[src/rtl/fmul_share_ctrl_if.sv]
// Bundles the requester, shared-multiplier and response signals of fmul_share_ctrl.
// slave = the controller itself; master = requesters plus the multiplier datapath.
interface fmul_share_ctrl_if #(
    parameter int NREQ = 4
);
    // Handshakes: an op moves when req_valid[i] & req_ready[i]; a result moves
    // when rsp_valid[i] & rsp_ready[i]. req_ready never depends on rsp_ready, and
    // rsp_valid/rsp_s hold until the consuming cycle.
    logic [NREQ-1:0]      req_valid;
    logic [32*NREQ-1:0]   req_a;
    logic [32*NREQ-1:0]   req_b;
    logic [2*NREQ-1:0]    req_rm;
    logic [NREQ-1:0]      req_ready;
    logic                 mul_issue;
    logic [31:0]          mul_a;
    logic [31:0]          mul_b;
    logic [1:0]           mul_rm;
    logic [31:0]          mul_s;
    logic [NREQ-1:0]      rsp_valid;
    logic [32*NREQ-1:0]   rsp_s;
    logic [NREQ-1:0]      rsp_ready;

    modport slave (
        input  req_valid, req_a, req_b, req_rm, mul_s, rsp_ready,
        output req_ready, mul_issue, mul_a, mul_b, mul_rm, rsp_valid, rsp_s
    );

    modport master (
        output req_valid, req_a, req_b, req_rm, mul_s, rsp_ready,
        input  req_ready, mul_issue, mul_a, mul_b, mul_rm, rsp_valid, rsp_s
    );
endinterface

[src/rtl/fmul_share_ctrl.sv]
// Round-robin sharing of one pipelined fmul among NREQ requesters, with a tag
// shadow pipe routing each result into a per-requester one-entry response buffer.
module fmul_share_ctrl #(
    parameter int NREQ = 4,
    parameter int LAT  = 3
) (
    input  logic              clk,
    input  logic              rst,
    fmul_share_ctrl_if.slave  bus
);
    localparam int PW = (NREQ > 1) ? $clog2(NREQ) : 1;

    logic [PW-1:0]              ptr_q, ptr_d;
    logic [NREQ-1:0]            busy_q, busy_d;
    logic [NREQ-1:0]            rsp_valid_q, rsp_valid_d;
    logic [NREQ-1:0][31:0]      rsp_s_q, rsp_s_d;
    logic [LAT-1:0]             tag_vld_q, tag_vld_d;
    logic [PW-1:0]              tag_idx_q [LAT];
    logic [PW-1:0]              tag_idx_d [LAT];

    logic [NREQ-1:0]            eligible;
    logic [NREQ-1:0]            grant;
    logic                       gnt_any;
    logic [PW-1:0]              gnt_idx;
    logic [PW:0]                scan_sum;
    logic [NREQ-1:0]            rsp_hs;
    logic [31:0]                mul_a_c, mul_b_c;
    logic [1:0]                 mul_rm_c;

    assign rsp_hs = rsp_valid_q & bus.rsp_ready;

    // First eligible index scanning from ptr with wrap; suppressed while in reset.
    always_comb begin
        eligible = bus.req_valid & ~busy_q;
        grant    = '0;
        gnt_any  = 1'b0;
        gnt_idx  = '0;
        scan_sum = '0;
        for (int k = 0; k < NREQ; k++) begin
            scan_sum = {1'b0, ptr_q} + (PW+1)'(k);
            if (scan_sum >= (PW+1)'(NREQ)) begin
                scan_sum = scan_sum - (PW+1)'(NREQ);
            end
            if (!gnt_any && !rst && eligible[scan_sum[PW-1:0]]) begin
                gnt_any = 1'b1;
                gnt_idx = scan_sum[PW-1:0];
            end
        end
        for (int i = 0; i < NREQ; i++) begin
            if (gnt_any && gnt_idx == PW'(i)) begin
                grant[i] = 1'b1;
            end
        end
    end

    // Select only through the one-hot grant so idle requesters' operands never leak.
    always_comb begin
        mul_a_c  = '0;
        mul_b_c  = '0;
        mul_rm_c = '0;
        for (int i = 0; i < NREQ; i++) begin
            if (grant[i]) begin
                mul_a_c  = bus.req_a[32*i +: 32];
                mul_b_c  = bus.req_b[32*i +: 32];
                mul_rm_c = bus.req_rm[2*i +: 2];
            end
        end
    end

    always_comb begin
        ptr_d = ptr_q;
        if (gnt_any) begin
            ptr_d = (gnt_idx == PW'(NREQ-1)) ? '0 : gnt_idx + 1'b1;
        end
        busy_d      = (busy_q | grant) & ~rsp_hs;
        rsp_valid_d = rsp_valid_q & ~rsp_hs;
        rsp_s_d     = rsp_s_q;
        tag_vld_d   = tag_vld_q;
        tag_idx_d   = tag_idx_q;
        tag_vld_d[0] = gnt_any;
        tag_idx_d[0] = gnt_idx;
        for (int k = 1; k < LAT; k++) begin
            tag_vld_d[k] = tag_vld_q[k-1];
            tag_idx_d[k] = tag_idx_q[k-1];
        end
        // The target buffer is always empty here: busy blocks re-issue until consumed.
        for (int i = 0; i < NREQ; i++) begin
            if (tag_vld_q[LAT-1] && tag_idx_q[LAT-1] == PW'(i)) begin
                rsp_valid_d[i] = 1'b1;
                rsp_s_d[i]     = bus.mul_s;
            end
        end
    end

    always_ff @(posedge clk) begin
        if (rst) begin
            ptr_q       <= '0;
            busy_q      <= '0;
            rsp_valid_q <= '0;
            rsp_s_q     <= '0;
            tag_vld_q   <= '0;
            for (int k = 0; k < LAT; k++) begin
                tag_idx_q[k] <= '0;
            end
        end else begin
            ptr_q       <= ptr_d;
            busy_q      <= busy_d;
            rsp_valid_q <= rsp_valid_d;
            rsp_s_q     <= rsp_s_d;
            tag_vld_q   <= tag_vld_d;
            tag_idx_q   <= tag_idx_d;
        end
    end

    assign bus.req_ready = grant;
    assign bus.mul_issue = gnt_any;
    assign bus.mul_a     = mul_a_c;
    assign bus.mul_b     = mul_b_c;
    assign bus.mul_rm    = mul_rm_c;
    assign bus.rsp_valid = rsp_valid_q;
    assign bus.rsp_s     = rsp_s_q;
endmodule

[src/flat_wrapper.sv]
// flat-port wrapper written by rule: the top's interface ports become plain ports
module fmul_share_ctrl_flat 
#(
    parameter int NREQ = 4,
    parameter int LAT  = 3
)
  (clk, rst, bus_req_valid, bus_req_a, bus_req_b, bus_req_rm, bus_mul_s, bus_rsp_ready, bus_req_ready, bus_mul_issue, bus_mul_a, bus_mul_b, bus_mul_rm, bus_rsp_valid, bus_rsp_s);
  fmul_share_ctrl_if #(.NREQ(NREQ)) bus_i ();
  input  logic clk;
  input  logic rst;
  input wire logic [$bits(bus_i.req_valid)-1:0] bus_req_valid;
  input wire logic [$bits(bus_i.req_a)-1:0] bus_req_a;
  input wire logic [$bits(bus_i.req_b)-1:0] bus_req_b;
  input wire logic [$bits(bus_i.req_rm)-1:0] bus_req_rm;
  input wire logic [$bits(bus_i.mul_s)-1:0] bus_mul_s;
  input wire logic [$bits(bus_i.rsp_ready)-1:0] bus_rsp_ready;
  output wire logic [$bits(bus_i.req_ready)-1:0] bus_req_ready;
  output wire logic [$bits(bus_i.mul_issue)-1:0] bus_mul_issue;
  output wire logic [$bits(bus_i.mul_a)-1:0] bus_mul_a;
  output wire logic [$bits(bus_i.mul_b)-1:0] bus_mul_b;
  output wire logic [$bits(bus_i.mul_rm)-1:0] bus_mul_rm;
  output wire logic [$bits(bus_i.rsp_valid)-1:0] bus_rsp_valid;
  output wire logic [$bits(bus_i.rsp_s)-1:0] bus_rsp_s;
  assign bus_i.req_valid = bus_req_valid;
  assign bus_i.req_a = bus_req_a;
  assign bus_i.req_b = bus_req_b;
  assign bus_i.req_rm = bus_req_rm;
  assign bus_i.mul_s = bus_mul_s;
  assign bus_i.rsp_ready = bus_rsp_ready;
  assign bus_req_ready = bus_i.req_ready;
  assign bus_mul_issue = bus_i.mul_issue;
  assign bus_mul_a = bus_i.mul_a;
  assign bus_mul_b = bus_i.mul_b;
  assign bus_mul_rm = bus_i.mul_rm;
  assign bus_rsp_valid = bus_i.rsp_valid;
  assign bus_rsp_s = bus_i.rsp_s;
  fmul_share_ctrl #(.NREQ(NREQ), .LAT(LAT)) u_core (.clk(clk), .rst(rst), .bus(bus_i));
endmodule
[config.mk]
export PLATFORM = sky130hd
export DESIGN_NAME = fmul_share_ctrl_flat
export DESIGN_NICKNAME = d
export VERILOG_FILES = /design/src/rtl/fmul_share_ctrl_if.sv /design/src/rtl/fmul_share_ctrl.sv /design/src/flat_wrapper.sv
export SDC_FILE = /design/constraint.sdc
export NUM_CORES = 1
export LEC_CHECK = 0
export CAP_MARGIN = 20
export CORE_AREA = 3 3 200 202
export CTS_BUF_LIST = sky130_fd_sc_hd__clkbuf_16
export CTS_CLUSTER_DIAMETER = 80
export DETAILED_ROUTE_END_ITERATION = 16
export DIE_AREA = 0 0 203 205
export MAX_ROUTING_LAYER = met4
export PLACE_DENSITY = 0.5
export SLEW_MARGIN = 20
export SYNTH_ARGS = -nofsm -noshare
export SYNTH_HDL_FRONTEND = slang
export SYNTH_SLANG_ARGS = --single-unit
[constraint.sdc]
create_clock -name clk -period 3.05 [get_ports clk]
set_input_delay 0.4575 -clock clk [delete_from_list [all_inputs] [get_ports clk]]
set_output_delay 0.4575 -clock clk [all_outputs]
set_load 0.02 [all_outputs]
==> flow_metrics.env, run 1 <==
export IMPL_status="finished with violations"
export IMPL_violations="negative setup slack"
export IMPL_switching_share_pct=31.75
export IMPL_max_clock_path_buffers=2
export IMPL_cts_buffers=17
export IMPL_overflow=0
export IMPL_fmax_mhz=287.4
export IMPL_critPathMaxFanout=5
export IMPL_fin_util_pct=41.13
export IMPL_maxCapViolations=0
export IMPL_setup_worst_path_start="u_core.busy_q[3]"
export IMPL_drive_above_1_share_pct=22.63
export IMPL_drtAntennaViolNets=0
export IMPL_cts_tree="done"
export IMPL_yosysMostFrequentCell="nand2_1"
export IMPL_drt_iter0_drc=784
export IMPL_worstSetupEndpoint="bus_mul_a[25]"
export IMPL_syn_area_per_cell_sq_um=7.339
export IMPL_slew_violations=0
export IMPL_clockPowerShare_pct=29.5
export IMPL_r2r_end="u_core.busy_q[3]"
export IMPL_worst_pin_slew_ns=0.8700
export IMPL_clkTransAtPathRegs_ns=0.06
export IMPL_grt_max_degree=78
export IMPL_end_kind="primary output"
export IMPL_synth_seq_area_share_pct=39.00
export IMPL_synthCells=1028
export IMPL_ctsHtreeMaxLevel=4
export IMPL_crit_arrival_ns=3.02
export IMPL_grt_pass1_vias=9621
export IMPL_antenna_found_initial=17
export IMPL_fin_ws_ns=-0.4291
export IMPL_vias=9773
export IMPL_relSlewSlack_pct=42.00
export IMPL_dieWidth_microns=203
export IMPL_p_per_area_mw_per_mm2=462.2
export IMPL_yosys_top_cells_count="nand2_1, a21oi_1, dfxtp_1"
export IMPL_vdd_ir_drop_max_mv=0.3440
export IMPL_period_minus_slack_ns=3.479
export IMPL_min_path_type="primary input to flip-flop"
export IMPL_io_pins=509
export IMPL_post_dp_cell_area_sq_mm=0.01348
export IMPL_combinationalPowerShare_pct=43.3
export IMPL_insertion_delay_ns=0.43
export IMPL_core_region_area_sq_mm=0.03847
export IMPL_synth_area_leaders="dfxtp_1, nand2_1, a21oi_1, a211o_1, a221oi_1"
export IMPL_die_y_microns=205
export IMPL_final_period_utilization_pct=114.1
export IMPL_ys_warn_count=0
export IMPL_syn_area_sq_mm=0.007545
export IMPL_p_seq_share_pct=27.2
export IMPL_wire_per_inst_microns=21.16
export IMPL_finalClockSkew_ns=0.007470
export IMPL_root_buffer="clkbuf_16"
export IMPL_port_buffers=508
export IMPL_critical_path_class="flip-flop to primary output"
export IMPL_viasPerCell=4.569
export IMPL_drt_pass1_iterations=5
export IMPL_synth_top_cell_by_area="dfxtp_1"
export IMPL_p_int_uw=4991
export IMPL_rsz0062_at_grt="yes"
export IMPL_ys_ff_latch=147
export IMPL_fp_dieArea_sq_mm=0.04162
export IMPL_synth_cell_types=37
export IMPL_p_total_uw=7313
export IMPL_grt_use_total_pct=20.79
export IMPL_syn_num_nets=1338
export IMPL_dp_hpwl_mm=32.71
export IMPL_wl_mm=45.26
export IMPL_grt_pass1_wl_mm=63.59
export IMPL_synth_flop_cell="dfxtp_1"
export IMPL_route_detailed_drc=0
export IMPL_cp_required_ns=2.59
export IMPL_reg2reg_from="u_core.busy_q[3]"
export IMPL_gp_congestion=0.8985
export IMPL_setup_viol=66
export IMPL_synth_edff_count=0
export IMPL_rr_worst_depth=13
export IMPL_area_growth_syn_to_layout_pct=109.7
export IMPL_stdcell_area_sq_mm=0.01582
export IMPL_clock_sinks=147
export IMPL_start_util_pct=19.61
export IMPL_hold_viol_final=0
export IMPL_cts_hold_buf=0
export IMPL_rows=72
export IMPL_netlist_area_leader_share_pct=39.00
export IMPL_fill_cells=3865
export IMPL_p_leak_uw=0.005998
export IMPL_start_kind="flip-flop"
export IMPL_nNetsFinal=1901
export IMPL_power_switching_uw=2322
export IMPL_async_reset_ff_share_pct=0
export IMPL_ff2ff_setup_slack_ns=0.73
==> power groups by stage <==
stage	Sequential [uW]	Clock [uW]	Combinational, uW
floorplan	2040	0	1080
global placement	2030	0	2270
detailed placement	2030	0	2280
CTS	1990	2220	2930
global route	2000	2300	3320
finish	1990	2160	3170
==> kinds of logic (layout without fill, tap and decap cells) <==
| logic type | after synthesis | count (layout) | synth area share, % |
|---|---|---|---|
| AND/OR/NAND/NOR | 363 | 363 | 19.52 |
| AO/OA/AOI/OAI | 346 | 346 | 30.81 |
| buffers and inverters | 167 | 743 | 9.867 |
| flip-flops | 147 | 147 | 39.00 |
| adder cells (fa/ha/maj) | 4 | 4 | 0.6634 |
| multiplexers | 1 | 1 | 0.1327 |
| other | 0 | 17 | 0 |
==> repair_timing <==
item | in CTS | in global routing
gates resized for setup | 450 | 64
cloned | 7 | 3
setup endpoints to repair | 70 | 69
buffers inserted | 49 | 14
pin swaps | 87 | 49
==> flip-flops by register name (all words and copies together) (netlist names) <==
register	cells
u_core.tag_idx_q	2
u_core.bus.rsp_s	128
u_core.tag_vld_q	3
u_core.tag_idx_d	4
u_core.busy_q	4
u_core.ptr_q	2
u_core.bus.rsp_valid	4
==> metrics by stage <==
stage	std cells	hold slack, ns	setup slack [ns]	TNS [ns]
2_1_floorplan	1028	0.4138	0.04735	0
3_3_place_gp	2025	0.4227	-1.054	-60.78
3_5_place_dp	2025	0.4272	-1.077	-62.58
4_1_cts	2108	0.3910	-0.4709	-22.79
5_1_grt	2139	0.4074	-0.5421	-28.35
6_report	2139	0.4300	-0.4291	-20.97
==> layout by cell type (no fill, tap or decap), drive strengths merged, types with 2 or more instances in the layout <==
cell and instances:
clkinvlp 2, dlygate4sd2 5, and2 4, a211oi 4
a211o 66, inv 72, nand2 325, ha 4
and3 2, buf 202, clkinv 6, clkbuf 21
clkdlybuf4s50 432, diode 17, a221oi 68, bufinv 3
dfxtp 147, nor2b 10, nand2b 9, nor3 2
a21oi 202, nor2 3
==> area by class of cell <==
cell class,count,area [sq um],area share [%]
antenna,17,42.54,0.2689
clock buffer,17,425.4,2.689
clock inverter,15,180.2,1.139
inverter,68,255.2,1.613
multi-input combinational,714,4636,29.30
sequential,147,2952,18.66
tap,518,648.1,4.096
timing repair buffer,643,6683,42.24
==> worst max-delay path, stage by stage, from the launching register on <==
cell and delay (ns):
dfxtp_2 0.33, buf_6 0.12, nor2b_4 0.12, o221ai_2 0.10
o21a_1 0.14, or3_4 0.36, ha_4 0.17, nor2b_4 0.14
buf_6 0.13, buf_12 0.12, buf_16 0.12, buf_6 0.12
a221oi_4 0.24, a211o_1 0.17, a21oi_2 0.07, buf_6 0.14
==> worst min path at each step <==
stage                        startpoint             endpoint  slack [ns]  cells past startpoint
CTS                                 rst  u_core.tag_idx_d[3]        0.39                      3
floorplan           u_core.tag_idx_d[2]  u_core.tag_idx_d[0]        0.41                      1
global placement    u_core.tag_vld_q[1]  u_core.tag_vld_q[2]        0.42                      1
detailed placement  u_core.tag_idx_d[1]  u_core.tag_idx_q[1]        0.43                      1
global route                        rst  u_core.tag_idx_d[3]        0.41                      3
finish                              rst  u_core.tag_idx_d[3]        0.43                      3
==> metal layers <==
layer,part of all wire (%),global-route usage (%)
met5,0,-
met4,2.2,8.488
met1,40,24.59
met2,48,31.91
met3,9.9,7.818
Note: power is estimated with default switching activity, not from simulation.
==> run 2: changes to the inputs <==
--- a/config.mk
+++ b/config.mk
@@ -5,7 +5,7 @@
 export SDC_FILE = /design/constraint.sdc
 export NUM_CORES = 1
 export LEC_CHECK = 0
-export CAP_MARGIN = 20
+export CAP_MARGIN = 25
 export CORE_AREA = 3 3 200 202
 export CTS_BUF_LIST = sky130_fd_sc_hd__clkbuf_16
 export CTS_CLUSTER_DIAMETER = 80
==> constraint.sdc (replaced) <==
create_clock -name clk -period 3.05 [get_ports clk]
set_input_delay 0.4575 -clock clk [delete_from_list [all_inputs] [get_ports clk]]
set_output_delay 0.4575 -clock clk [all_outputs]
set_load 0.005 [all_outputs]
==> run 2 against run 1 <==
Net effect:
- the run still ends with negative setup slack left
- highest routed layer unchanged
- die area did not move
- power fell by 3.6%
- critical path type unchanged
- clock-buffer cell count did not move
- critical endpoint is now bus_mul_b[25]
==> flow_metrics.env, run 2 (synthesis results as in run 1) <==
export IMPL_drive_above_1_share_pct=23.46
export IMPL_core_region_area_sq_mm=0.03847
export IMPL_crit_path_cell_trace="nand2b_4 > buf_6 > o21ai_4 > a221o_1 > buf_4 > ha_4 > nor2b_4 > buf_6 > buf_6 > buf_12 > a221oi_4 > a211o_1 > a21oi_4 > buf_6"
export IMPL_insertion_delay_ns=0.44
export IMPL_wl_mm=47.07
export IMPL_largest_register_ffs=128
export IMPL_fp_dieArea_sq_mm=0.04162
export IMPL_critPathMaxFanout=7
export IMPL_grt_pass1_vias=9744
export IMPL_crit_slowest_cell="dfxtp_2"
export IMPL_maxCapViolations=0
export IMPL_dp_cells=2026
export IMPL_min_path_type="primary input to flip-flop"
export IMPL_grt_use_total_pct=21.72
export IMPL_layout_commonest_cell="clkdlybuf4s50_1"
export IMPL_route_detailed_drc=0
export IMPL_path_depth=14
export IMPL_wire_per_inst_microns=22.06
export IMPL_cp_common_cell="buf_6"
export IMPL_fmax_mhz=293.2
export IMPL_area_growth_syn_to_layout_pct=108.0
export IMPL_finalClockSkew_ns=0.01930
export IMPL_drt_iter0_drc=654
export IMPL_viasPerCell=4.599
export IMPL_max_stage_delay_ns=0.32
export IMPL_ctsHtreeMaxLevel=4
export IMPL_max_clock_path_buffers=2
export IMPL_antenna_found_initial=13
export IMPL_grt_pass1_wl_mm=66.03
export IMPL_fill_cells=3884
export IMPL_dieWidth_microns=203
export IMPL_p_per_area_mw_per_mm2=449.3
export IMPL_die_y_microns=205
export IMPL_clock_sinks=147
export IMPL_cp_required_ns=2.59
export IMPL_stdcell_count=2134
export IMPL_worst_pin_slew_ns=0.8382
export IMPL_grt_max_degree=77
export IMPL_dp_hpwl_mm=33.96
export IMPL_cp_top_family="compound AO/OA/AOI/OAI gates"
export IMPL_violations="negative setup slack"
export IMPL_drt_pass1_iterations=5
export IMPL_status="finished with violations"
export IMPL_hold_viol_final=0
export IMPL_start_kind="flip-flop"
export IMPL_slew_violations=0
export IMPL_nNetsFinal=1900
export IMPL_final_cell_mix="clkdlybuf4s50_1, nand2_1, a21oi_1, dfxtp_1, inv_1"
export IMPL_port_buffers=508
export IMPL_rr_worst_depth=12
export IMPL_io_pins=509
export IMPL_cp_num_buf_inv=6
export IMPL_root_buffer="clkbuf_16"
export IMPL_p_leak_uw=0.006011
export IMPL_setup_viol=66
export IMPL_p_total_uw=7051
export IMPL_crit_arrival_ns=2.95
export IMPL_drtAntennaViolNets=0
export IMPL_gp_congestion=0.8871
export IMPL_rows=72
export IMPL_cts_buffers=17
export IMPL_period_minus_slack_ns=3.411
export IMPL_final_period_utilization_pct=111.8
export IMPL_rsz0062_at_grt="yes"
export IMPL_clkTransAtPathRegs_ns=0.06
export IMPL_fin_tns_setup_ns=-15.05
export IMPL_fin_ws_ns=-0.3610
export IMPL_critical_path_class="flip-flop to primary output"
export IMPL_cts_tree="done"
export IMPL_whs_path_depth=3
export IMPL_relSlewSlack_pct=44.12
export IMPL_end_kind="primary output"
export IMPL_vias=9815
export IMPL_vdd_ir_drop_max_mv=0.3471
export IMPL_overflow=0
export IMPL_start_util_pct=19.61
run 2: changes by cell type in the layout (fill, tap and decap cells not counted), moves of 6 or more:
| cell | change |
|---|---|
| inv_8 | +6 |
| buf_16 | +6 |
| buf_4 | -50 |
| buf_2 | +60 |
| a21oi_2 | +17 |
| buf_6 | -18 |
| a21oi_1 | -16 |
run 2: metal layers:
metal / vias up / track usage (%) / wire length, microns
met5: - / - / 0
met2: 404 / 35.26 / 22900
met3: 43 / 6.738 / 3870
met4: 0 / 5.914 / 786
met1: 4691 / 26.18 / 19520
li1: 4677 / - / -
run 2: metrics by stage:
step           hold slack (ns)  worst slack [ns]  area, sq um  utilization [%]
2_1_floorplan           0.4138            0.2565         7545                -
3_5_place_dp            0.4279            -1.024        13510            35.13
4_1_cts                 0.4150           -0.3435        15360            39.94
6_report                0.4377           -0.3610        15690            40.79
5_1_grt                 0.4195           -0.4592        15690            40.79
3_3_place_gp            0.4207           -0.9894        13510            35.13
run 2: cell type report:
type | count | area, sq um | area share [%]
well taps | 518 | 648.1 | 4.130
multi-input cells | 714 | 4622 | 29.45
diodes | 13 | 32.53 | 0.2073
repair buffers | 642 | 6581 | 41.94
clock buffers | 17 | 425.4 | 2.711
inverters | 68 | 255.2 | 1.627
clock inverters | 15 | 175.2 | 1.116
flip-flops and latches | 147 | 2953 | 18.82
run 2: where the power goes:
part | internal (uW) | leakage, uW | switching (uW)
Clock | 1180 | 0.000299 | 981
Sequential | 1960 | 0.00119 | 31.3
Combinational | 1660 | 0.00452 | 1230
Total | 4800 | 0.00601 | 2250
run 2: worst paths after layout:
path,endpoint,slack (ns),start
worst max-delay path,bus_mul_b[25],-0.36,u_core.busy_q[0]
worst min-delay path,u_core.tag_idx_d[2],0.44,rst
worst max register to register,u_core.busy_q[2],0.71,u_core.busy_q[3]
worst min register to register,u_core.tag_vld_q[1],0.45,u_core.tag_vld_q[0]
run 2: worst min-delay path, stage by stage:
cell and delay [ns]:
buf_4 0.16, buf_4 0.13, nor3_1 0.06
run 2: what timing repair did:
action / in CTS / in global routing
buffers inserted: 47 / 11
pin swaps: 111 / 50
resized for setup: 463 / 44
setup endpoints to repair: 70 / 68
hold buffers: 0 / 0
cloned: 14 / 3
